## src/rtl/cmd_frame_pkg.sv

```systemverilog
// Shared constants, state encoding and opcode table for the Ethernet command frame parser.
package cmd_frame_pkg;

  localparam int OFS_SRC_MAC = 6;
  localparam int OFS_OPCODE  = 16;
  localparam int OFS_ID      = 20;
  localparam int OFS_PAYLOAD = 24;

  localparam logic [47:0] BCAST_MAC = 48'hffff_ffff_ffff;

  localparam logic [31:0] OP_FFWW = 32'h4646_5757;
  localparam logic [31:0] OP_CCWW = 32'h4343_5757;
  localparam logic [31:0] OP_FFRR = 32'h4646_5252;
  localparam logic [31:0] OP_CCRR = 32'h4343_5252;

  typedef enum logic [2:0] {
    ST_HDR     = 3'd0,
    ST_PAYLOAD = 3'd1,
    ST_TAIL    = 3'd2,
    ST_DROP    = 3'd3,
    ST_HOLD    = 3'd4
  } state_e;

  function automatic logic is_known_opcode(input logic [31:0] op);
    return (op == OP_FFWW) || (op == OP_CCWW) || (op == OP_FFRR) || (op == OP_CCRR);
  endfunction

  // Byte idx of a MAC address as it appears on the wire (first byte = MSB).
  function automatic logic [7:0] mac_byte(input logic [47:0] mac, input logic [7:0] idx);
    logic [7:0] b;
    b = 8'h00;
    case (idx)
      8'd0:    b = mac[47:40];
      8'd1:    b = mac[39:32];
      8'd2:    b = mac[31:24];
      8'd3:    b = mac[23:16];
      8'd4:    b = mac[15:8];
      8'd5:    b = mac[7:0];
      default: b = 8'h00;
    endcase
    return b;
  endfunction

endpackage

```

## src/rtl/cmd_stat_counter.sv

```systemverilog
// Saturating statistics counter with synchronous active-high reset.
module cmd_stat_counter #(
  parameter int WIDTH = 16
) (
  input  logic             i_clk,
  input  logic             i_rst,
  input  logic             i_inc,
  output logic [WIDTH-1:0] o_cnt
);

  logic [WIDTH-1:0] r_cnt;

  always_ff @(posedge i_clk) begin
    if (i_rst) begin
      r_cnt <= '0;
    end else if (i_inc && (r_cnt != {WIDTH{1'b1}})) begin
      r_cnt <= r_cnt + WIDTH'(1);
    end
  end

  assign o_cnt = r_cnt;

endmodule

```

## src/rtl/cmd_frame_parser.sv

```systemverilog
// Filters a byte-wide AXI-Stream of Ethernet frames on destination MAC and
// presents each good command (opcode, id, payload) on a valid/ready output.
module cmd_frame_parser
  import cmd_frame_pkg::*;
#(
  parameter int          PAYLOAD_BYTES = 12,
  parameter logic [47:0] FPGA_MAC      = 48'h5a01_0203_0405,
  parameter bit          ACCEPT_BCAST  = 1'b1,
  parameter int          CNT_WIDTH     = 16
) (
  input  logic                       gtx_clk_bufg,
  input  logic                       gtx_reset,
  input  logic [7:0]                 rx_axis_tdata,
  input  logic                       rx_axis_tvalid,
  input  logic                       rx_axis_tlast,
  input  logic                       rx_axis_tuser,
  output logic                       rx_axis_tready,
  output logic                       cmd_valid,
  input  logic                       cmd_ready,
  output logic [31:0]                cmd_opcode,
  output logic [31:0]                cmd_id,
  output logic [8*PAYLOAD_BYTES-1:0] cmd_payload,
  output logic [47:0]                cmd_src_mac,
  output logic                       cmd_known,
  output logic [CNT_WIDTH-1:0]       frame_ok_cnt,
  output logic [CNT_WIDTH-1:0]       frame_drop_cnt,
  output logic [CNT_WIDTH-1:0]       frame_err_cnt,
  output logic [2:0]                 dbg_state
);

  localparam int          PL_W         = 8 * PAYLOAD_BYTES;
  localparam logic [7:0]  IDX_HDR_LAST = 8'(OFS_PAYLOAD - 1);
  localparam logic [7:0]  IDX_PL_LAST  = 8'(OFS_PAYLOAD + PAYLOAD_BYTES - 1);

  state_e            r_state;
  state_e            w_state_nx;
  logic [7:0]        r_idx;
  logic              r_uni_ok;
  logic              r_bc_ok;
  logic [47:0]       r_sh_src;
  logic [31:0]       r_sh_op;
  logic [31:0]       r_sh_id;
  logic [PL_W-1:0]   r_sh_pl;
  logic [PL_W-1:0]   w_sh_pl_nx;
  logic [7:0]        w_pl_ofs;

  logic [31:0]       r_cmd_opcode;
  logic [31:0]       r_cmd_id;
  logic [PL_W-1:0]   r_cmd_payload;
  logic [47:0]       r_cmd_src_mac;
  logic              r_cmd_known;

  logic w_beat, w_end, w_parse, w_in_mac, w_uni_nx, w_bc_nx, w_mac_fail;
  logic w_short, w_drop_inc, w_err_inc, w_commit, w_known;

  // Handshakes: an RX byte moves when tvalid && tready at a clock edge; a command
  // moves when cmd_valid && cmd_ready. Both producers hold their data until taken.
  assign rx_axis_tready = !gtx_reset && (r_state != ST_HOLD);
  assign cmd_valid      = (r_state == ST_HOLD);
  assign dbg_state      = r_state;

  assign w_beat     = rx_axis_tvalid && rx_axis_tready;
  assign w_end      = w_beat && rx_axis_tlast;
  assign w_parse    = (r_state == ST_HDR) || (r_state == ST_PAYLOAD) || (r_state == ST_TAIL);
  assign w_in_mac   = (r_state == ST_HDR) && (r_idx < 8'd6);
  assign w_uni_nx   = r_uni_ok && (rx_axis_tdata == mac_byte(FPGA_MAC, r_idx));
  assign w_bc_nx    = ACCEPT_BCAST && r_bc_ok && (rx_axis_tdata == mac_byte(BCAST_MAC, r_idx));
  assign w_mac_fail = w_in_mac && !w_uni_nx && !w_bc_nx;
  assign w_short    = r_idx < IDX_PL_LAST;
  // A MAC failure on the tlast beat is always a short frame, so it lands in drop only.
  assign w_drop_inc = w_end && ((r_state == ST_DROP) || (w_parse && w_short));
  assign w_err_inc  = w_end && w_parse && !w_short && rx_axis_tuser;
  assign w_commit   = w_end && w_parse && !w_short && !rx_axis_tuser;
  assign w_known    = is_known_opcode(r_sh_op);
  assign w_pl_ofs   = r_idx - 8'(OFS_PAYLOAD);

  // Payload shadow including the current byte, so a tlast on the final payload
  // byte commits a complete payload.
  always_comb begin
    w_sh_pl_nx = r_sh_pl;
    if (w_beat && (r_state == ST_PAYLOAD)) begin
      for (int k = 0; k < PAYLOAD_BYTES; k++) begin
        if (w_pl_ofs == 8'(k)) w_sh_pl_nx[8*k +: 8] = rx_axis_tdata;
      end
    end
  end

  always_comb begin
    w_state_nx = r_state;
    case (r_state)
      ST_HDR: begin
        if (w_beat && !rx_axis_tlast) begin
          if (w_mac_fail)                  w_state_nx = ST_DROP;
          else if (r_idx == IDX_HDR_LAST)  w_state_nx = ST_PAYLOAD;
        end
      end
      ST_PAYLOAD: begin
        if (w_beat && !rx_axis_tlast && (r_idx == IDX_PL_LAST)) w_state_nx = ST_TAIL;
      end
      ST_TAIL, ST_DROP: w_state_nx = r_state;
      ST_HOLD: begin
        if (cmd_ready) w_state_nx = ST_HDR;
      end
      default: w_state_nx = ST_HDR;
    endcase
    if (w_end) w_state_nx = w_commit ? ST_HOLD : ST_HDR;
  end

  always_ff @(posedge gtx_clk_bufg) begin
    if (gtx_reset) begin
      r_state       <= ST_HDR;
      r_idx         <= 8'd0;
      r_uni_ok      <= 1'b1;
      r_bc_ok       <= 1'b1;
      r_sh_src      <= '0;
      r_sh_op       <= '0;
      r_sh_id       <= '0;
      r_sh_pl       <= '0;
      r_cmd_opcode  <= '0;
      r_cmd_id      <= '0;
      r_cmd_payload <= '0;
      r_cmd_src_mac <= '0;
      r_cmd_known   <= 1'b0;
    end else begin
      r_state <= w_state_nx;
      r_sh_pl <= w_sh_pl_nx;
      if (w_beat) begin
        if (rx_axis_tlast) begin
          r_idx    <= 8'd0;
          r_uni_ok <= 1'b1;
          r_bc_ok  <= 1'b1;
        end else begin
          if (r_idx != 8'hff) r_idx <= r_idx + 8'd1;
          if (w_in_mac) begin
            r_uni_ok <= w_uni_nx;
            r_bc_ok  <= w_bc_nx;
          end
        end
        if (r_state == ST_HDR) begin
          if ((r_idx >= 8'(OFS_SRC_MAC)) && (r_idx < 8'(OFS_SRC_MAC + 6)))
            r_sh_src <= {r_sh_src[39:0], rx_axis_tdata};
          if ((r_idx >= 8'(OFS_OPCODE)) && (r_idx < 8'(OFS_OPCODE + 4)))
            r_sh_op <= {r_sh_op[23:0], rx_axis_tdata};
          // Id arrives little-endian: shift in from the top.
          if ((r_idx >= 8'(OFS_ID)) && (r_idx < 8'(OFS_ID + 4)))
            r_sh_id <= {rx_axis_tdata, r_sh_id[31:8]};
        end
      end
      if (w_commit) begin
        r_cmd_opcode  <= r_sh_op;
        r_cmd_id      <= r_sh_id;
        r_cmd_payload <= w_sh_pl_nx;
        r_cmd_src_mac <= r_sh_src;
        r_cmd_known   <= w_known;
      end
    end
  end

  assign cmd_opcode  = r_cmd_opcode;
  assign cmd_id      = r_cmd_id;
  assign cmd_payload = r_cmd_payload;
  assign cmd_src_mac = r_cmd_src_mac;
  assign cmd_known   = r_cmd_known;

  cmd_stat_counter #(.WIDTH(CNT_WIDTH)) u_ok_cnt (
    .i_clk (gtx_clk_bufg),
    .i_rst (gtx_reset),
    .i_inc (w_commit),
    .o_cnt (frame_ok_cnt)
  );

  cmd_stat_counter #(.WIDTH(CNT_WIDTH)) u_drop_cnt (
    .i_clk (gtx_clk_bufg),
    .i_rst (gtx_reset),
    .i_inc (w_drop_inc),
    .o_cnt (frame_drop_cnt)
  );

  cmd_stat_counter #(.WIDTH(CNT_WIDTH)) u_err_cnt (
    .i_clk (gtx_clk_bufg),
    .i_rst (gtx_reset),
    .i_inc (w_err_inc),
    .o_cnt (frame_err_cnt)
  );

endmodule

```

## config.mk

```make
export PLATFORM = sky130hd
export DESIGN_NAME = cmd_frame_parser
export DESIGN_NICKNAME = d
export VERILOG_FILES = /design/src/rtl/cmd_frame_pkg.sv /design/src/rtl/cmd_stat_counter.sv /design/src/rtl/cmd_frame_parser.sv
export SDC_FILE = /design/constraint.sdc
export NUM_CORES = 1
export LEC_CHECK = 0
export ABC_AREA = 1
export CAP_MARGIN = 40
export CELL_PAD_IN_SITES_DETAIL_PLACEMENT = 0
export CELL_PAD_IN_SITES_GLOBAL_PLACEMENT = 1
export CORE_MARGIN = 2
export CORE_UTILIZATION = 30
export DETAILED_ROUTE_END_ITERATION = 8
export DONT_BUFFER_PORTS = 1
export PLACE_DENSITY_LB_ADDON = 0.1
export SETUP_SLACK_MARGIN = 0.4
export SYNTH_ARGS = -nofsm -noshare
export SYNTH_HDL_FRONTEND = slang
export SYNTH_HIERARCHICAL = 1
export SYNTH_SLANG_ARGS = --single-unit
export TNS_END_PERCENT = 100
```

## constraint.sdc

```tcl
create_clock -name gtx_clk_bufg -period 3.5 [get_ports gtx_clk_bufg]
set_input_delay 0.175 -clock gtx_clk_bufg [delete_from_list [all_inputs] [get_ports gtx_clk_bufg]]
set_output_delay 0.175 -clock gtx_clk_bufg [all_outputs]
set_load 0.005 [all_outputs]
```

* Yosys cells after proc, flatten, opt, wreduce, memory -nomap -nowiden
Cells that the tools add are included.
Storage, ports and cells: register bits 478, input bits 14, output and inout bits 262, logic and storage cells 144
Operators by class: add/sub/neg operators 5, $lt $le $gt $ge 8, eq/ne operators 38, muxes and demuxes 29, reduce and logical (&&, ||, !) cells 48
Operators with widths (number):
- == test 32 x 31 -> 1 bit, second input constant | 4
- 2-to-1 mux 8 bit | 15
- 2-to-1 mux 96 bit | 1
- adder 16 x 1 -> 16 bit, second input constant | 3
- == test 8 x 3 -> 1 bit, second input constant | 6
- != test 16 bit, second input constant | 3
- one-hot mux 7 bit (6 select lines) | 1
- == test 8 x 2 -> 1 bit, second input constant | 4
- == test 8 x 4 -> 1 bit, second input constant | 4
- logical AND 1 bit | 23
- 2-to-1 mux 3 bit | 7
- == test 8 x 1 -> 1 bit, second input constant | 2
- == test 8 bit | 2
- greater-or-equal comparator 8 x 5 -> 1 bit, second input constant | 2
- zero test 8 bit | 2
- less-than comparator 8 x 5 -> 1 bit, second input constant | 2
- one-hot mux 3 bit (4 select lines) | 1
- AND reduction 3 bit | 3
- adder 8 x 1 -> 8 bit, second input constant | 1
- == test 8 x 5 -> 1 bit, second input constant | 1
- == test 8 x 6 -> 1 bit, second input constant | 1
- greater-or-equal comparator 8 x 3 -> 1 bit, second input constant | 1
- less-than comparator 8 x 3 -> 1 bit, second input constant | 1
- less-than comparator 8 x 4 -> 1 bit, second input constant | 1
- 20 further kinds | 37

* Depth between registers and ports, before layout
Gate-level depths: netlist of the first run.
word-level depth 11, mapped depth 18, mapped depth without buffers 18

* Hierarchy
Netlist of the first run, hierarchy kept.
By module, submodules not included:
- cmd_frame_parser | times used 1, cells an instance 2058, area an instance 16164.3 µm², sequential area each 8608.3 µm²
- cmd_stat_counter | times used 3, cells an instance 149, area an instance 929.6 µm², sequential area each 320.3 µm²

* Worst setup path after synthesis of the first run
Ideal clock, no wire load.
path kind register to register, start point register r_idx[1], end point register u_ok_cnt.r_cnt[13] (netlist: u_ok_cnt/o_cnt[13]), setup time 0.115 ns, arrival time 2.306 ns, required time 3.385 ns, slack 1.079 ns, stages on the path, launching flop included 15, period minus slack after synthesis 2.421 ns, cell sequence dfxtp_1 -> ha_1 -> nor3_1 -> o21ai_1 -> nand3_4 -> inv_2 -> buf_4 -> buf_2 -> buf_2 -> nand3_1 -> or2_0 -> nor2_1 -> nand3_1 -> nand2_1 -> nor2_1
On the way: word-level cells in the longest chain between the ends 5
Ends and longest elaborated chain:
- from (decl) | RTL line cmd_frame_parser.sv:37 | logic [7:0] r_idx;
- from (signal assigned) | RTL line cmd_frame_parser.sv:133 | if (r_idx != 8'hff) r_idx <= r_idx + 8'd1;
- less-than comparator 8 x 6 -> 1 bit | RTL line cmd_frame_parser.sv:69 | assign w_short = r_idx < IDX_PL_LAST;
- zero test 1 bit | RTL line cmd_frame_parser.sv:73 | assign w_commit = w_end && w_parse && !w_short && !rx_axis_tuser;
- logical AND 1 bit (2 in a row) | RTL line cmd_frame_parser.sv:73
- via w_commit | RTL line cmd_frame_parser.sv:54 | logic w_short, w_drop_inc, w_err_inc, w_commit, w_known;
- logical AND 1 bit | RTL line cmd_stat_counter.sv:16 | end else if (i_inc && (r_cnt != {WIDTH{1'b1}})) begin
- to (signal assigned) | RTL line cmd_stat_counter.sv:17 | r_cnt <= r_cnt + WIDTH'(1);
- to (decl) | RTL line cmd_stat_counter.sv:11 | logic [WIDTH-1:0] r_cnt;
The timed path passes the listed nets, and every way through them passes these cells. A chain may end at the register's enable or synchronous reset.

* Worst setup path in the final report of the first run
start point register r_idx[1], end point register r_cmd_opcode[27] (netlist: cmd_opcode[27])
On the way: word-level cells in the longest chain between the ends 4
Ends and longest elaborated chain:
- less-than comparator 8 x 6 -> 1 bit | RTL line cmd_frame_parser.sv:69
- zero test 1 bit | RTL line cmd_frame_parser.sv:73
- logical AND 1 bit (2 in a row) | RTL line cmd_frame_parser.sv:73
- to (signal assigned) | RTL line cmd_frame_parser.sv:150 | r_cmd_opcode <= r_sh_op;
- to (decl) | RTL line cmd_frame_parser.sv:47 | logic [31:0] r_cmd_opcode;
Every way passes these cells.

==> key figures, run 1 <==
STA
  – Final hold violation count: 0
  – Final clock skew: ~29 ps
  – Min Tclk post-route: 2848 ps
  – Max_slew headroom: 0.4557
  – RSZ-0062 raised after global routing: no
  – Tcrit/Tclk final: 0.8138
  – Worst slew pin tran: 813.8 ps
  – FMAX: between 300 and 400 MHz
  – Setup_tns: 0 ps
  – Pins Over Slew Limit: 0
  – Final setup violation count: 0

Setup path
  – Crit path launch type: flop
  – WP buf/inv: 2
  – Reg-to-Reg End: cmd_opcode[27]
  – CP Capture Point: cmd_opcode[27]
  – Crit-path max cell delay: 560 ps
  – CP Launch Point: r_idx[1]
  – Critical Path Stages: 8
  – Req. time, crit path: about 4000 ps
  – R2R cell count: 8
  – CP dominant cell by count: buf_4
  – Crit-path cells: ha_1, nor3_1, o21ai_1, nand3_4, buf_4, buf_4, nand2_1, a21oi_1
  – R2r startpoint: r_idx[1]
  – CP Capture Type: flop
  – Critical path peak fanout: 59
  – Reg-to-reg slack, setup: 650 ps
  – Crit path DAT: 3370 ps
  – CP top delay family: buffers and inverters
  – CP max-delay cell: buf_4
  – Setup CP Type: reg -> reg

Floorplan
  – Die footprint: around 65000 sq um
  – Die width: 255.4 um
  – Starting density of the core: 0.3021
  – Core Area: 62740 sq um
  – # IOs: 276
  – Row cnt: a little over 90
  – Die extent in y: 255.4 um

Logic synthesis
  – Cell taking the most area after synthesis: dfxtp_1
  – Most area-consuming cells after synthesis: dfxtp_1 50%, nand2_1 11%, nor2_1 6.3%, a21oi_1 5.9%, inv_1 4.8%
  – Ys flop type: dfxtp_1
  – Mean post-synth cell area: 7.566 sq um
  – Yosys warns: 6
  – Synth Register Bits: 478
  – Post-synthesis sequential area ratio: 0.5049
  – Post-synth ARST share: 0
  – Yosys top cell area share: 0.5049
  – Netlist cell types: 40
  – EDFF count, synth: 0
  – Mapped Cells: between 2000 and 3000
  – Net Count, Synth: between 2000 and 3000
  – Mapped cell area: 18950 sq um

Job
  – Max cap viols: 0

Placed design
  – Placed inst area: 19490 sq um
  – DP Wirelength: 36940 um
  – RePlAce Congestion: ~0.80
  – Port bufs: 0

Finish
  – Proportion of layout cells with a drive suffix above 1: 0.07597
  – Antenna Cells: 0
  – Post-Layout Inst Area: 21840 sq um
  – Commonest non-fill, non-tap cell in the layout: nand2_1
  – Nets@finish: 2490
  – Area growth from synthesis to layout: 15.24%
  – Most frequent cells in the layout: 545 x nand2_1, 478 x dfxtp_1, 318 x nor2_1
  – # fillers: 6708

Clock tree
  – Post-CTS setup buffers: 0
  – TritonCTS clock tree: done
  – H-Tree Depth: 2
  – Clock Root Buffer: clkbuf_16
  – Clock tree sinks: 478
  – Worst skew pair latency: 620 ps
  – Clk buf depth: 3
  – Worst-path clk slew: 60 ps
  – CTS Buf Count: 56

Power
  – P per Cell Area: 555.3 nW/um^2
  – Max IR drop VDD: 0.0003590 V
  – Power Total: 0.01213 W
  – P_leak: about 9 nW

Drt
  – Initial DRC count: between 800 and 900
  – Wire per inst: 17.28 um
  – Via count: about 15000
  – Remaining antenna violation count: 0
  – DRC violation count after routing: 0
  – DRT Wirelength: 58080 um
  – Routed vias/inst: 4.598
  – 1st-pass router iterations: 5

GRT
  – Total gr overflow: 0
  – Global-route wire length before repair: 90820 um
  – Largest net degree at the start of global routing: 169
  – Vias in the first global route: 14760
  – Total GRT Usage: 0.1750
  – Initial antenna violation count: 0

Outcome
  – Outcome: finished, final reports clean

Hold path
  – Worst hold-check path type: in -> reg
[area by class of cell]
type                    instances  area [sq um]  area share
well taps                     846          1059     0.04846
clock buffers                  88          1773     0.08117
repair buffers                 46         503.0     0.02303
multi-input cells            1636          7704      0.3527
clock inverters                16         284.0     0.01300
inverters                     250         950.9     0.04354
flip-flops and latches        478          9569      0.4381
[worst min path at each step]
stage / from / end / slack, ps / cells past startpoint
after detailed placement: gtx_reset / r_sh_pl[84] / 310 / 1
after floorplan: rx_axis_tlast / r_idx[0] / 340 / 3
after CTS: rx_axis_tdata[7] / r_bc_ok / 3 / 5
final: rx_axis_tdata[7] / r_bc_ok / 40 / 5
after global routing: rx_axis_tdata[2] / r_sh_src[2] / 20 / 2
after global placement: gtx_reset / r_sh_id[6] / 310 / 1
[synth_stat cells (all sizes together) (20+ instances only)]
cell type / count
dfxtp: 478
o21ai: 259
clkbuf: 71
and2: 20
nand3: 50
inv: 248
nand2: 561
a21oi: 225
nor2: 365
nor3: 22
buf: 70
o211ai: 52
o21bai: 20
[metrics by stage]
step / instances / util / hold WS (ps) / setup WS (ps)
3_5_place_dp: 3228 / 0.3106 / 305.3 / 709.9
6_report: 3360 / 0.3482 / 40.67 / 651.7
3_3_place_gp: 3227 / 0.3102 / 307.1 / 774.9
5_1_grt: 3360 / 0.3482 / 23.15 / 403.5
2_1_floorplan: 2505 / - / 343.9 / 1079
4_1_cts: 3360 / 0.3482 / 3.153 / 644.5
[cells by family after synthesis]
| kind of cell | synth area share |
|---|---|
| AO/OA/AOI/OAI | 0.1652 |
| XOR/XNOR | 0.0004622 |
| adder cells (fa/ha/maj) | 0.005281 |
| buffers and inverters | 0.08912 |
| flip-flops | 0.5049 |
| AND/OR/NAND/NOR | 0.2350 |
[report_power, final]
part / switching (W) / internal (W)
clock: 0.00241 / 0.00398
combinational: 0.000217 / 0.0000618
sequential: 0.0000136 / 0.00545
total: 0.00264 / 0.00949
[sequential cells by signal, summed over array words and instances (netlist names)]
register and count:
r_idx 8, u_drop_cnt/o_cnt 16, r_sh_id 32, r_uni_ok 1, r_bc_ok 1, cmd_src_mac 48
u_ok_cnt/o_cnt 16, cmd_opcode 32, cmd_payload 96, u_err_cnt/o_cnt 16, r_sh_src 48, cmd_id 32
r_sh_op 32, r_sh_pl 96, cmd_known 1, dbg_state 3
[timing repair]
| action | CTS | global route |
|---|---|---|
| gates resized for setup | 0 | 1 |
| endpoints found under the hold margin | 327 | 0 |
| setup endpoints to repair | 0 | 1 |
| hold buffers | 28 | 0 |
[layer usage]
layer | wire [um] | share of wire | up-vias | GRT usage
li1 | - | - | 7968 | -
met1 | 27070 | 0.47 | 7094 | 0.2320
met2 | 25360 | 0.44 | 319 | 0.2715
met3 | 4603 | 0.079 | 69 | 0.06240
met4 | 1047 | 0.018 | 0 | 0.04036
met5 | 0 | 0 | - | 0
[worst min-delay path, delay by kind of cell]
family | cells | cell delay, ps
AOI/OAI and AO/OA | 1 | 80
and+or+nand+nor | 4 | 320
No activity file was read; power rests on OpenSTA's default activity.
==> run 2: changes to the inputs <==
==> constraint.sdc (replaced) <==
create_clock -name gtx_clk_bufg -period 2.5 [get_ports gtx_clk_bufg]
set_input_delay 0.125 -clock gtx_clk_bufg [delete_from_list [all_inputs] [get_ports gtx_clk_bufg]]
set_output_delay 0.125 -clock gtx_clk_bufg [all_outputs]
set_load 0.005 [all_outputs]
==> run 2 against run 1 <==
The run now ends with hold timing left; power up 33%; fmax up 33%; clock skew up 3.8 ps; critical path depth up 2; critical path type unchanged; critical endpoint is now cmd_payload[92].
==> key figures, run 2 (same netlist as run 1, synthesis figures left out) <==
Clock tree
  – Worst skew pair latency: 610 ps
  – Hold-fix buffers, CTS: 21
  – H-Tree Depth: 2
  – CTS Buf Count: 55
  – Clock Root Buffer: clkbuf_16
  – TritonCTS clock tree: done
  – Clock tree sinks: 478
  – Clk buf depth: 3
  – Worst-path clk slew: 60 ps

Power
  – Max IR drop VDD: 0.0005212 V
  – P per Cell Area: 703.4 nW/um^2
  – P_leak: 9.439 nW

Setup path
  – CP Capture Type: flop
  – Crit path launch type: flop
  – Crit-path max cell delay: approximately 350 ps
  – Req. time, crit path: 2980 ps
  – CP top delay family: simple AND/OR/NAND/NOR gates
  – WP buf/inv: 3
  – Critical path peak fanout: 7
  – Reg-to-reg slack, setup: approximately 360 ps
  – R2r startpoint: r_idx[4]
  – R2R cell count: 10
  – Setup CP Type: reg -> reg
  – CP max-delay cell: dfxtp_4
  – Crit-path cells: ha_2, nor4_4, nand3_4, buf_4, buf_6, nor2_4, nand2_4, clkbuf_16, o21ai_1, a21oi_1
  – Crit path DAT: approximately 2600 ps
  – Reg-to-Reg End: cmd_payload[92]

STA
  – Worst slew pin tran: between 1000 and 1500 ps
  – FMAX: between 400 and 500 MHz
  – Final setup violation count: 0
  – Setup_tns: 0 ps
  – Hold slack: -334.8 ps
  – Max_slew headroom: 0.2684
  – RSZ-0062 raised after global routing: yes
  – Min Tclk post-route: approximately 2100 ps
  – Tcrit/Tclk final: 0.8579
  – Final hold violation count: 195
  – Final clock skew: 32.74 ps
  – Pins Over Slew Limit: 0

Placed design
  – RePlAce Congestion: 0.7778
  – Number of instances in the placed design: 3249
  – Port bufs: 0
  – DP Wirelength: 37480 um

GRT
  – Initial antenna violation count: 1
  – Total gr overflow: 0
  – Met1 usage: 0.2377
  – Busiest grt layer: met2
  – Met3 GRT Util: 0.07004
  – Global-route wire length before repair: 93720 um
  – Vias in the first global route: 15060
  – Largest net degree at the start of global routing: 244
  – Total GRT Usage: 0.1817
  – Routing usage on met2: 0.2813

Drt
  – Remaining antenna violation count: 0
  – Routed vias/inst: between 4 and 5
  – Initial DRC count: 830
  – DRC violation count after routing: 0
  – Wire per inst: between 15 and 20 um
  – Via count: 15790
  – 1st-pass router iterations: 5
  – DRT Wirelength: a little over 60000 um

Floorplan
  – Die width: 255.4 um
  – Starting density of the core: 0.3021
  – Row cnt: 92
  – Die extent in y: 255.4 um
  – Core Area: 62740 sq um
  – # IOs: approximately 280
  – Die footprint: 65200 sq um

Outcome
  – Failing checks: hold timing
  – Outcome: finished, violations left

Hold path
  – Hold path endpoint: r_sh_pl[91]
  – Min-delay src: rx_axis_tdata[3]
  – Hold depth: 2
  – Worst hold-check path type: in -> reg

Finish
  – Non-Filler Instances: around 3400
  – Proportion of layout cells with a drive suffix above 1: 0.1401
  – # fillers: 6499
  – Sequential cell area: between 9000 and 10000 sq um
  – Area growth from synthesis to layout: 20.78%
  – Nets@finish: 2545
  – Multi-input gate area: ~8300 sq um
  – Most frequent cells in the layout: 526 x nand2_1, 468 x dfxtp_1, 300 x nor2_1
  – Commonest non-fill, non-tap cell in the layout: nand2_1

Job
  – Max cap viols: 0
-- run 2: cell count changes in the layout (fill, tap and decap cells not counted), moves of 16 or more --
cell,before,now
o21ai_0,170,149
buf_4,13,40
nor2_1,318,300
o21ai_1,89,73
nand2_1,545,526
o21ai_2,0,29
buf_6,0,16
-- run 2: metrics by stage --
stage,utilization,power (W),setup WS (ps),cell area [sq um]
6_report,0.3649,0.01610,355.2,22890
2_1_floorplan,-,0.008060,325.6,19000
3_3_place_gp,0.3140,0.008113,205.1,19700
5_1_grt,0.3649,0.01676,239.1,22890
3_5_place_dp,0.3140,0.008116,162.3,19700
4_1_cts,0.3522,0.01639,340.5,22090
-- run 2: metal layers --
| metal | vias to the layer above | part of all wire |
|---|---|---|
| li1 | 8092 | - |
| met1 | 7340 | 0.46 |
| met2 | 290 | 0.44 |
| met3 | 72 | 0.084 |
| met4 | 0 | 0.019 |
| met5 | - | 0 |
-- run 2: layout make-up --
cell class	count	share of cell area
clock buffers	82	0.06892
multi-input cells	1639	0.3639
clock inverters	14	0.009182
repair inverters	2	0.0007652
repair buffers	97	0.04974
flip-flops and latches	478	0.4187
diodes	2	0.0002186
inverters	250	0.04236
well taps	846	0.04624
-- run 2: where the power goes --
group	switching (W)	total [W]	internal [W]
Sequential	0.0000102	0.00764	0.00763
Combinational	0.000293	0.000399	0.000106
Clock	0.00331	0.00806	0.00476
-- run 2: how the worst max path moves through the flow --
stage	from	slack [ps]	endpoint	cells past startpoint
floorplan	dbg_state[1]	330	u_ok_cnt/o_cnt[13]	17
global placement	r_idx[4]	210	cmd_payload[62]	7
detailed placement	r_idx[4]	160	cmd_payload[62]	7
CTS	r_idx[4]	340	cmd_payload[59]	10
global route	r_idx[0]	240	dbg_state[1]	17
finish	r_idx[4]	360	cmd_payload[92]	10
-- run 2: repair_timing --
| item | 4_1_cts | 5_1_grt |
|---|---|---|
| setup endpoints to repair | 277 | 333 |
| pin swaps | 8 | 40 |
| cloned | 5 | 10 |
| buffers inserted | 12 | 15 |
| endpoints found under the hold margin | 291 | 195 |
| resized for setup | 60 | 150 |
